File: config.mk
export PLATFORM = sky130hd
export DESIGN_NAME = ex_muldiv_unit
export DESIGN_NICKNAME = d
export VERILOG_FILES = /design/src/rtl/ex_muldiv_unit.sv
export SDC_FILE = /design/constraint.sdc
export NUM_CORES = 1
export LEC_CHECK = 0
export ABC_AREA = 0
export CAP_MARGIN = 30
export CORE_MARGIN = 2
export CORE_UTILIZATION = 55
export DETAILED_ROUTE_END_ITERATION = 7
export MAX_ROUTING_LAYER = met4
export PLACE_DENSITY = 0.86
export SLEW_MARGIN = 25
export SYNTH_ARGS = -nofsm -noshare
export SYNTH_HDL_FRONTEND = slang
export SYNTH_SLANG_ARGS = --single-unit
File: constraint.sdc
create_clock -name clk_i -period 7.65 [get_ports clk_i]
set_clock_uncertainty 0.05 [all_clocks]
set_input_delay 1.9125 -clock clk_i [delete_from_list [all_inputs] [get_ports clk_i]]
set_output_delay 1.9125 -clock clk_i [all_outputs]
set_load 0.02 [all_outputs]
File: src/rtl/ex_muldiv_unit.sv
// EX-stage iterative multiply/divide unit (RV32M semantics).
// Shift-add multiply and restoring divide, one bit per cycle, with a
// valid/ready intake from the ID/EX register and a one-cycle result pulse.
module ex_muldiv_unit #(
  parameter int unsigned XLEN  = 32,
  parameter int unsigned CNT_W = 5
) (
  input  logic            clk_i,
  input  logic            rst_i,
  input  logic            valid_i,
  output logic            ready_o,
  input  logic            flush_i,
  input  logic [2:0]      op_i,
  input  logic [XLEN-1:0] rsData_i,
  input  logic [XLEN-1:0] rtData_i,
  input  logic [4:0]      wbAddr_i,
  input  logic            regWrite_i,
  output logic            busy_o,
  output logic            valid_o,
  output logic [XLEN-1:0] result_o,
  output logic [4:0]      wbAddr_o,
  output logic            regWrite_o
);

  localparam logic [CNT_W-1:0] LAST_ITER = CNT_W'(XLEN - 1);

  typedef enum logic [1:0] {
    S_IDLE = 2'd0,
    S_CALC = 2'd1,
    S_DONE = 2'd2
  } state_t;

  state_t            r_state;
  logic [CNT_W-1:0]  r_cnt;
  // r_acc: product high half (mul) or partial remainder (div)
  // r_q:   multiplier shifting out (mul) or dividend shifting into quotient (div)
  logic [XLEN-1:0]   r_acc;
  logic [XLEN-1:0]   r_q;
  logic [XLEN-1:0]   r_opnd;
  logic              r_is_div;
  logic              r_is_rem;
  logic              r_is_hi;
  logic              r_neg_q;
  logic              r_neg_r;
  logic [4:0]        r_wbaddr;
  logic              r_regwrite;

  logic              r_ready;
  logic              r_busy;
  logic              r_valid;
  logic [XLEN-1:0]   r_result;
  logic [4:0]        r_wbaddr_o;
  logic              r_regwrite_o;

  logic              w_is_div;
  logic              w_signed;
  logic              w_div_zero;
  logic [XLEN-1:0]   w_abs_a;
  logic [XLEN-1:0]   w_abs_b;
  logic [XLEN-1:0]   w_zero_result;
  logic [XLEN:0]     w_mul_sum;
  logic [XLEN:0]     w_div_sh;
  logic [XLEN:0]     w_div_diff;
  logic [XLEN-1:0]   w_acc_nxt;
  logic [XLEN-1:0]   w_q_nxt;
  logic [XLEN-1:0]   w_q_fix;
  logic [XLEN-1:0]   w_r_fix;
  logic [XLEN-1:0]   w_result;

  // Intake decode: operand magnitudes and the divide-by-zero shortcut
  always_comb begin
    w_is_div      = op_i[2];
    w_signed      = op_i[2] & ~op_i[0];
    w_div_zero    = w_is_div && (rtData_i == '0);
    w_abs_a       = (w_signed && rsData_i[XLEN-1]) ? -rsData_i : rsData_i;
    w_abs_b       = (w_signed && rtData_i[XLEN-1]) ? -rtData_i : rtData_i;
    w_zero_result = op_i[1] ? rsData_i : '1;
  end

  // One iteration of shift-add multiply or restoring divide, plus final sign fix
  always_comb begin
    w_mul_sum  = {1'b0, r_acc} + (r_q[0] ? {1'b0, r_opnd} : '0);
    w_div_sh   = {r_acc, r_q[XLEN-1]};
    w_div_diff = w_div_sh - {1'b0, r_opnd};
    w_acc_nxt  = w_mul_sum[XLEN:1];
    w_q_nxt    = {w_mul_sum[0], r_q[XLEN-1:1]};
    if (r_is_div) begin
      if (!w_div_diff[XLEN]) begin
        w_acc_nxt = w_div_diff[XLEN-1:0];
        w_q_nxt   = {r_q[XLEN-2:0], 1'b1};
      end else begin
        w_acc_nxt = w_div_sh[XLEN-1:0];
        w_q_nxt   = {r_q[XLEN-2:0], 1'b0};
      end
    end
    w_q_fix = r_neg_q ? -w_q_nxt : w_q_nxt;
    w_r_fix = r_neg_r ? -w_acc_nxt : w_acc_nxt;
    if (r_is_div) begin
      w_result = r_is_rem ? w_r_fix : w_q_fix;
    end else begin
      w_result = r_is_hi ? w_acc_nxt : w_q_nxt;
    end
  end

  // Control FSM, datapath registers and registered outputs
  always_ff @(posedge clk_i) begin
    if (!rst_i) begin
      r_state      <= S_IDLE;
      r_cnt        <= '0;
      r_acc        <= '0;
      r_q          <= '0;
      r_opnd       <= '0;
      r_is_div     <= 1'b0;
      r_is_rem     <= 1'b0;
      r_is_hi      <= 1'b0;
      r_neg_q      <= 1'b0;
      r_neg_r      <= 1'b0;
      r_wbaddr     <= '0;
      r_regwrite   <= 1'b0;
      r_ready      <= 1'b1;
      r_busy       <= 1'b0;
      r_valid      <= 1'b0;
      r_result     <= '0;
      r_wbaddr_o   <= '0;
      r_regwrite_o <= 1'b0;
    end else begin
      r_valid <= 1'b0;
      case (r_state)
        S_IDLE: begin
          if (valid_i && r_ready && !flush_i) begin
            r_cnt      <= '0;
            r_acc      <= '0;
            r_is_div   <= w_is_div;
            r_is_rem   <= op_i[2] & op_i[1];
            r_is_hi    <= (op_i == 3'b001);
            r_neg_q    <= w_signed & (rsData_i[XLEN-1] ^ rtData_i[XLEN-1]);
            r_neg_r    <= w_signed & rsData_i[XLEN-1];
            r_opnd     <= w_is_div ? w_abs_b : rsData_i;
            r_q        <= w_is_div ? w_abs_a : rtData_i;
            r_wbaddr   <= wbAddr_i;
            r_regwrite <= regWrite_i;
            r_ready    <= 1'b0;
            if (w_div_zero) begin
              r_state      <= S_DONE;
              r_valid      <= 1'b1;
              r_result     <= w_zero_result;
              r_wbaddr_o   <= wbAddr_i;
              r_regwrite_o <= regWrite_i;
            end else begin
              r_state <= S_CALC;
              r_busy  <= 1'b1;
            end
          end
        end
        S_CALC: begin
          if (flush_i) begin
            r_state <= S_IDLE;
            r_busy  <= 1'b0;
            r_ready <= 1'b1;
          end else begin
            r_acc <= w_acc_nxt;
            r_q   <= w_q_nxt;
            r_cnt <= r_cnt + CNT_W'(1);
            if (r_cnt == LAST_ITER) begin
              r_state      <= S_DONE;
              r_busy       <= 1'b0;
              r_valid      <= 1'b1;
              r_result     <= w_result;
              r_wbaddr_o   <= r_wbaddr;
              r_regwrite_o <= r_regwrite;
            end
          end
        end
        S_DONE: begin
          r_state      <= S_IDLE;
          r_ready      <= 1'b1;
          r_regwrite_o <= 1'b0;
        end
        default: begin
          r_state <= S_IDLE;
          r_ready <= 1'b1;
          r_busy  <= 1'b0;
        end
      endcase
    end
  end

  assign ready_o    = r_ready;
  assign busy_o     = r_busy;
  assign valid_o    = r_valid;
  assign result_o   = r_result;
  assign wbAddr_o   = r_wbaddr_o;
  assign regWrite_o = r_regwrite_o;

endmodule

* Word-level counts from Yosys, hierarchy flattened
Cells that the tools add are included.
** Storage, ports and cells
- Logic and storage cells :: 117
- Input port bits :: 77
- Flip-flop bits (word level) :: 155
** Operators by class
- Multiplexer cells :: 57
- Reduce and logical (&&, ||, !) cells :: 17
- Eq/ne operators :: 11
- Bitwise logic cells :: 7
- $add $sub $neg :: 7
** Operators with widths (count)
- $mux W32 :: 22
- $pmux W32 S2 :: 3
- $neg A32 Y32 :: 4
- $add A32 B32 Y33 :: 1
- $sub A33 B32 Y33 :: 1
- $logic_not A32 Y1 :: 1
- $mux W5 :: 6
- $pmux W5 S2 :: 2
- $mux W1 :: 15
- $ne A2 B2 Y1 const B :: 6
- $reduce_and A5 Y1 :: 2
- $mux W2 :: 4
- $pmux W1 S3 :: 2
- $reduce_and A2 Y1 :: 3
- $add A5 B1 Y5 const B :: 1
- $eq A5 B5 Y1 const B :: 1
- $logic_and A1 B1 Y1 :: 5
- $and A1 B1 Y1 :: 4
- $pmux W1 S2 :: 2
- $pmux W2 S2 :: 1
- $reduce_and A4 Y1 :: 1
- $eq A3 B1 Y1 const B :: 1
- $ne A3 B3 Y1 const B :: 1
- $reduce_and A3 Y1 :: 1
- other kinds (8) :: 9

* Logic depth before layout (Yosys ltp)
Gate-level depths: netlist (run 1).
- Depth in word-level cells :: 10
- Gate-level depth with buffers :: 21
- Mapped depth without buffers :: 21

* Worst setup path before layout (run 1)
No wires, ideal clock.
- Kind :: input port to flip-flop
- From :: in rtData_i[6]
- To :: reg r_result[15] (netlist: result_o[15])
- Arrival time :: 5.527 ns
- Setup slack :: 1.939 ns
- Library setup time :: 0.134 ns
- Path buffers :: 2
- Data required time :: 7.466 ns
- Stages on the path :: 14
- Cells stage by stage :: or4_1 > or3_1 > nor2_1 > nand4b_1 > or3_1 > or4b_1 > and2_1 > a211o_1 > nor2_1 > clkbuf_1 > buf_1 > o221ai_1 > o21ai_0 > o22ai_1
** Between the ends
- Cells in the longest elaborated chain, start to end :: 4
** Ends and longest elaborated chain
- start, declared :: RTL line 15 : input logic [XLEN-1:0] rtData_i,
- $logic_not A32 Y1 :: RTL line 74 : w_div_zero = w_is_div && (rtData_i == '0);
- $logic_and A1 B1 Y1 :: RTL line 74
- $ne A2 B2 Y1 (no source line)
- $reduce_and A5 Y1 (no source line)
- end signal, assigned :: RTL line 146 : r_result <= w_zero_result;
- end signal, assigned :: RTL line 168 : r_result <= w_result;
- end, declared :: RTL line 51 : logic [XLEN-1:0] r_result;
No other way between the ends.
A chain may end at the register's enable or synchronous reset.

* Worst setup path in the final report (run 1)
- From :: in rtData_i[4]
- To :: reg r_result[15] (netlist: result_o[15])
The elaborated chain is that of the path after synthesis.

==> results_dict.tcl, run 1 <==
set metrics [dict create \
    status "completed" \
    ys_seq_elements 155 \
    vias 16930 \
    async_flop_share_pct 0 \
    via_per_inst 6.538 \
    drt-wirelength-per-cell_um 20.61 \
    clock_sinks 155 \
    hp-start "r_wbaddr[2]$_SDFFE_PN0P_" \
    grt-ovfl-total 0 \
    hold_depth 2 \
    total_power_mw 4.737 \
    drtPass1Iterations 6 \
    grt_pass1_wl_mm 82.46 \
    grt_util_met3_pct 5.158 \
    port_buffers 117 \
    hp-class "reg2reg" \
    p_seq_share_pct 26.2 \
    gp_congestion 1.021 \
    final-setup-viol-count 0 \
    intPower_mw 2.474 \
    grtUsageTotal_pct 36.86 \
    syn_area_sq_um 15320 \
    drc 0 \
    syn_area_per_cell_sq_um 7.031 \
    reg2reg_from "r_opnd[18]$_SDFFE_PN0P_" \
    relSlewSlack_pct 19.18 \
    final_cell_mix "297 x nor2_1, 193 x a21oi_1, 184 x nand2_1, 153 x dfxtp_1, 117 x o21ai_0" \
    clk_pin_slew_ns 0.07 \
    p_clk_share_pct 18.1 \
    reg2reg_depth 16 \
    worstSetupPathType "in2reg" \
    cts_max_level 4 \
    antenna_found_initial 1 \
    die_width_um 170.9 \
    power_density_nw_per_um2 273.9 \
    required_ns 7.97 \
    ios 118 \
    cts_resized 0 \
    dieArea_sq_um 29210 \
    crit_fanout 13 \
    hold_buffers 0 \
    yosysUniqueCellTypes 77 \
    reg2reg_to "result_o[29]$_SDFFE_PN0P_" \
    core_sq_um 27630 \
    fin_nets 2350 \
    total_leakage_power_nw 6.423 \
    synth_edf_count 0 \
    finalHoldViolations 0 \
    root_buffer "clkbuf_16" \
    drive_gt1_share_pct 5.249 \
    grt_max_degree 115 \
    fmax_mhz 150.1 \
    gr-usage-met2_pct 53.63 \
    numCtsBuffers 17 \
    p_switching_mw 2.263 \
    setup-tns-final_ns 0 \
    use_met1_pct 50.99 \
    critPathArrivalTime_ns 6.98 \
    initial_core_util_pct 55.45 \
    critPathLaunchType "primary input" \
    postCtsSetupRepairBufs 0 \
    final.min_clock_period_ns 6.661 \
    clk_latency_ns 0.45 \
    comb_power_share_pct 55.6 \
    drtAntennaViolNets 0 \
    yosysWarningCount 0 \
    synth-seq-area-share_pct 20.25 \
    period_share_pct 87.08 \
    rsz0062_at_grt "no" \
    cts_tree "built" \
    synth_nets 2332 \
    mostFrequentLayoutCell "nor2_1" \
    fin_util_pct 62.59 \
    ff2ff_setup_slack_ns 1.62 \
    busiest_layer "met2" \
    synth_flop_cell "dfxtp_1" \
    hpwl_mm 41.02 \
    synth_top_area_share_pct 20.25 \
    synthToLayoutAreaGrowth_pct 12.88 \
    die_height_um 170.9 \
    synth_top_area_cell "dfxtp_1" \
    hold_end "r_wbaddr[2]$_SDFFE_PN0P_" \
    syn-instance-count 2179 \
    synth_area_leaders "dfxtp_1 20%, nor2_1 7.3%, a21oi_1 6.3%" \
    num_rows 61 \
    power.share.switching_pct 47.77 \
    worstMarginPinSlew_ns 1.182 \
    clockBufferDepth 2 \
    drv_slew 0 \
    peakVddDrop_uv 184.9 \
    detail_route.wirelength_mm 53.37 \
    drt_iter0_markers 2067 \
    worstSetupEndpointType "flip-flop" \
    drv_cap 0 \
    grt_pass1_vias 14920 \
]
## area by class of cell
| type | count | area, sq um |
|---|---|---|
| Timing Repair Buffer | 149 | 1436 |
| Clock buffer | 20 | 446.7 |
| Multi-Input combinational cell | 1799 | 11400 |
| Sequential cell | 155 | 3108 |
| Clock inverter | 12 | 138.9 |
| Antenna cell | 1 | 2.502 |
| Inverter | 75 | 284.0 |
| Tap cell | 378 | 473.0 |
| Fill cell | 2561 | 10340 |
## cell usage after synthesis (all sizes together), types with 10 or more instances
cell and number:
a211oi 98, a21o 28, a21oi 194, a22oi 26, a311oi 12, a31oi 26, and2 49, and3 11
buf 27, clkbuf 123, dfxtp 155, ha 74, inv 75, mux2 25, mux2i 50, nand2 185
nand2b 20, nand3 32, nand4 17, nor2 299, nor2b 22, nor3 86, nor4 17, o211ai 25
o21a 13, o21ai 130, o221ai 13, o22ai 14, o31ai 32, o41ai 15, or3 22, or4 10
xnor2 79, xor2 73
## metrics by stage
step                      setup WS [ns]  hold slack (ns)  instances  cell area, sq um
after floorplan                   1.939           0.3860       2179             15320
after global placement           0.7692           0.3916       2551             16640
after detailed placement         0.6659           0.3993       2555             16680
after CTS                         1.123           0.4081       2587             17260
after global routing             0.8705           0.4264       2589             17290
final                            0.9885           0.4040       2589             17290
## routing by layer
layer,part of all wire [%],up-vias
li1,-,7960
met1,43,7876
met2,42,965
met3,10,127
met4,4.2,0
met5,0,-
## flip-flops by register name, indices dropped and copies added (netlist names)
register	count
r_cnt	5
r_regwrite	1
result_o	32
busy_o	1
r_acc	32
r_is_hi	1
ready_o	1
r_is_div	1
r_wbaddr	5
r_q	32
regWrite_o	1
r_opnd	32
r_neg_r	1
r_neg_q	1
r_state	2
wbAddr_o	5
r_is_rem	1
valid_o	1
## worst max path at each step
stage / startpoint / endpoint / slack [ns] / cells past startpoint
floorplan: rtData_i[6] / result_o[15]$_SDFFE_PN0P_ / 1.94 / 14
global placement: rtData_i[4] / result_o[15]$_SDFFE_PN0P_ / 0.77 / 14
detailed placement: rtData_i[4] / result_o[13]$_SDFFE_PN0P_ / 0.67 / 15
CTS: rtData_i[4] / result_o[15]$_SDFFE_PN0P_ / 1.12 / 14
global route: rtData_i[4] / result_o[15]$_SDFFE_PN0P_ / 0.87 / 14
finish: rtData_i[4] / result_o[15]$_SDFFE_PN0P_ / 0.99 / 14
## power groups by stage
stage,Sequential [mW],Combinational (mW),Clock (mW)
6_report,1.24,2.64,0.859
5_1_grt,1.25,2.85,0.894
4_1_cts,1.22,2.57,0.857
3_5_place_dp,1.24,2.55,0
3_3_place_gp,1.25,2.48,0
2_1_floorplan,1.22,1.72,0
## worst max-delay path: stages
cell	delay, ns
clkdlybuf4s50_1	0.49
or4_1	0.59
or3_1	0.37
nor2_1	0.24
nand4b_1	0.20
or3_1	0.45
or4b_1	0.66
and2_1	0.23
a211o_1	0.30
nor2_2	0.42
nand2_1	0.41
nor2_1	0.37
o21ai_0	0.14
o22ai_1	0.17
## cell families after synthesis
logic type / Yosys count / share of synthesized area (%)
flops: 155 / 20.25
mux: 75 / 5.105
compound gates: 690 / 29.38
simple gates: 806 / 24.65
xor+xnor: 152 / 8.690
buf+inv: 225 / 5.619
fa+ha+maj: 76 / 6.305
Power figures use the tool's default switching activity.
==> inputs of run 2 (changes only) <==
DONT_BUFFER_PORTS = 1   (was unset)
PLACE_DENSITY = 0.8   (was 0.86)
==> run 2 against run 1 <==
  * Clock power is 0.5% lower
  * Maximum frequency is 5.4% higher
  * Via count is 3.3% lower
  * Critical path depth is 1 lower
  * Non-clock buffer count is 118 lower
  * Die area stayed put
  * Utilization is 4.3 points lower
  * First-iteration DRC count is 11% lower
  * Worst hold slack better by 0.0038 ns
==> results_dict.tcl, run 2 (synthesized netlist as in run 1, its figures left out) <==
set metrics [dict create \
    drt_iter0_markers 1834 \
    initial_core_util_pct 55.45 \
    die_width_um 170.9 \
    cp_cell_sequence "or4_1 -> or3_1 -> nor2_1 -> nand4b_1 -> or3_1 -> or4b_1 -> and2_1 -> a211o_1 -> nor2_2 -> nand2_1 -> nor2_1 -> o21ai_0 -> o22ai_1" \
    cp_slowest_stage_delay_ns 0.70 \
    gp_congestion 1.020 \
    grt_max_degree 130 \
    final.min_clock_period_ns 6.319 \
    hpwl_mm 40.46 \
    root_buffer "clkbuf_16" \
    mostFrequentLayoutCell "nor2_1" \
    drv_slew 0 \
    num_rows 61 \
    clk_latency_ns 0.44 \
    crit_fanout 15 \
    numCtsBuffers 17 \
    setup-tns-final_ns 0 \
    cts_resized 0 \
    place_area_sq_um 15500 \
    fin_cells 2470 \
    drv_cap 0 \
    synthToLayoutAreaGrowth_pct 5.137 \
    vias 16370 \
    drtPass1Iterations 6 \
    detailedPlace.worstSlack_ns 1.027 \
    port_buffers 0 \
    finish.instance_area_sq_um 16110 \
    clock_sinks 155 \
    worstSetupPathType "in2reg" \
    power_density_nw_per_um2 280.1 \
    ios 118 \
    clockBufferDepth 2 \
    grtUsageTotal_pct 36.56 \
    total_leakage_power_nw 5.991 \
    drive_gt1_share_pct 5.452 \
    slowest_stage "or4b_1" \
    cts_tree "built" \
    placedCellCount 2436 \
    fin_util_pct 58.30 \
    drt-wirelength-per-cell_um 21.45 \
    fin_nets 2232 \
    status "completed" \
    worstSetupEndpointType "flip-flop" \
    drc 0 \
    core_sq_um 27630 \
    detail_route.wirelength_mm 52.98 \
    critPathLaunchType "primary input" \
    period_share_pct 82.61 \
    required_ns 7.95 \
    postCtsSetupRepairBufs 0 \
    via_per_inst 6.626 \
    relSlewSlack_pct 38.25 \
    cts_max_level 4 \
    final_cell_mix "297 x nor2_1, 193 x a21oi_1, 184 x nand2_1, 153 x dfxtp_1, 117 x o21ai_0" \
    clk_pin_slew_ns 0.06 \
    antenna_found_initial 1 \
    peakVddDrop_uv 197.6 \
    dieArea_sq_um 29210 \
    die_height_um 170.9 \
    grt_pass1_wl_mm 81.10 \
    finalHoldViolations 0 \
    final-setup-viol-count 0 \
    grt_pass1_vias 14820 \
    rsz0062_at_grt "no" \
    fmax_mhz 158.2 \
    hold_buffers 0 \
    hp-class "reg2reg" \
    worstMarginPinSlew_ns 0.9228 \
    critPathArrivalTime_ns 6.62 \
    grt-ovfl-total 0 \
    setup_slack_ns 1.331 \
    drtAntennaViolNets 0 \
]
[run 2: changes by cell type in the layout (fill, tap and decap cells not counted), sizes merged]
cell,previous run,this run
clkdlybuf4s50,116,0
clkinvlp,4,1
inv,78,76
buf,33,30
clkbuf,20,21
clkinv,3,7
[run 2: critical path: cells and delay by family]
kind / cells / cell delay [ns]
compound gates: 3 / 0.63
simple gates: 10 / 4.07
[run 2: worst paths after layout]
| path | from | endpoint | depth (start not counted) | slack (ns) |
|---|---|---|---|---|
| setup / recovery | rtData_i[6] | result_o[15]$_SDFFE_PN0P_ | 13 | 1.33 |
| hold / removal | r_wbaddr[0]$_SDFFE_PN0P_ | r_wbaddr[0]$_SDFFE_PN0P_ | 2 | 0.41 |
| setup reg to reg | r_opnd[18]$_SDFFE_PN0P_ | result_o[29]$_SDFFE_PN0P_ | 15 | 1.67 |
| hold reg to reg | r_wbaddr[0]$_SDFFE_PN0P_ | r_wbaddr[0]$_SDFFE_PN0P_ | 2 | 0.41 |
[run 2: final cells by class]
| cell class | instances | area, sq um |
|---|---|---|
| antenna | 1 | 2.502 |
| clock buffer | 20 | 456.7 |
| clock inverter | 11 | 118.9 |
| fill | 2590 | 11520 |
| inverter | 75 | 284.0 |
| multi-input combinational | 1799 | 11400 |
| sequential | 155 | 3108 |
| tap | 378 | 473.0 |
| timing repair buffer | 31 | 260.3 |
[run 2: power breakdown]
| part | switching (mW) | total [mW] | internal (mW) |
|---|---|---|---|
| Sequential | 0.376 | 1.37 | 0.992 |
| Combinational | 1.46 | 2.29 | 0.830 |
| Clock | 0.360 | 0.855 | 0.495 |
| Total | 2.19 | 4.51 | 2.32 |
[run 2: stage by stage]
stage	total power, mW	hold slack, ns
3_5_place_dp	3.564	0.3975
5_1_grt	4.755	0.4265
3_3_place_gp	3.507	0.3910
2_1_floorplan	2.944	0.3860
6_report	4.512	0.4078
4_1_cts	4.423	0.4106
[run 2: per-layer routing]
layer / vias up / wire length (um) / global-route usage (%)
met1: 7501 / 21450 / 47.64
met2: 984 / 22110 / 53.18
met5: - / 0 / -
met4: 0 / 2776 / 18.02
met3: 151 / 6636 / 8.351
li1: 7730 / - / -
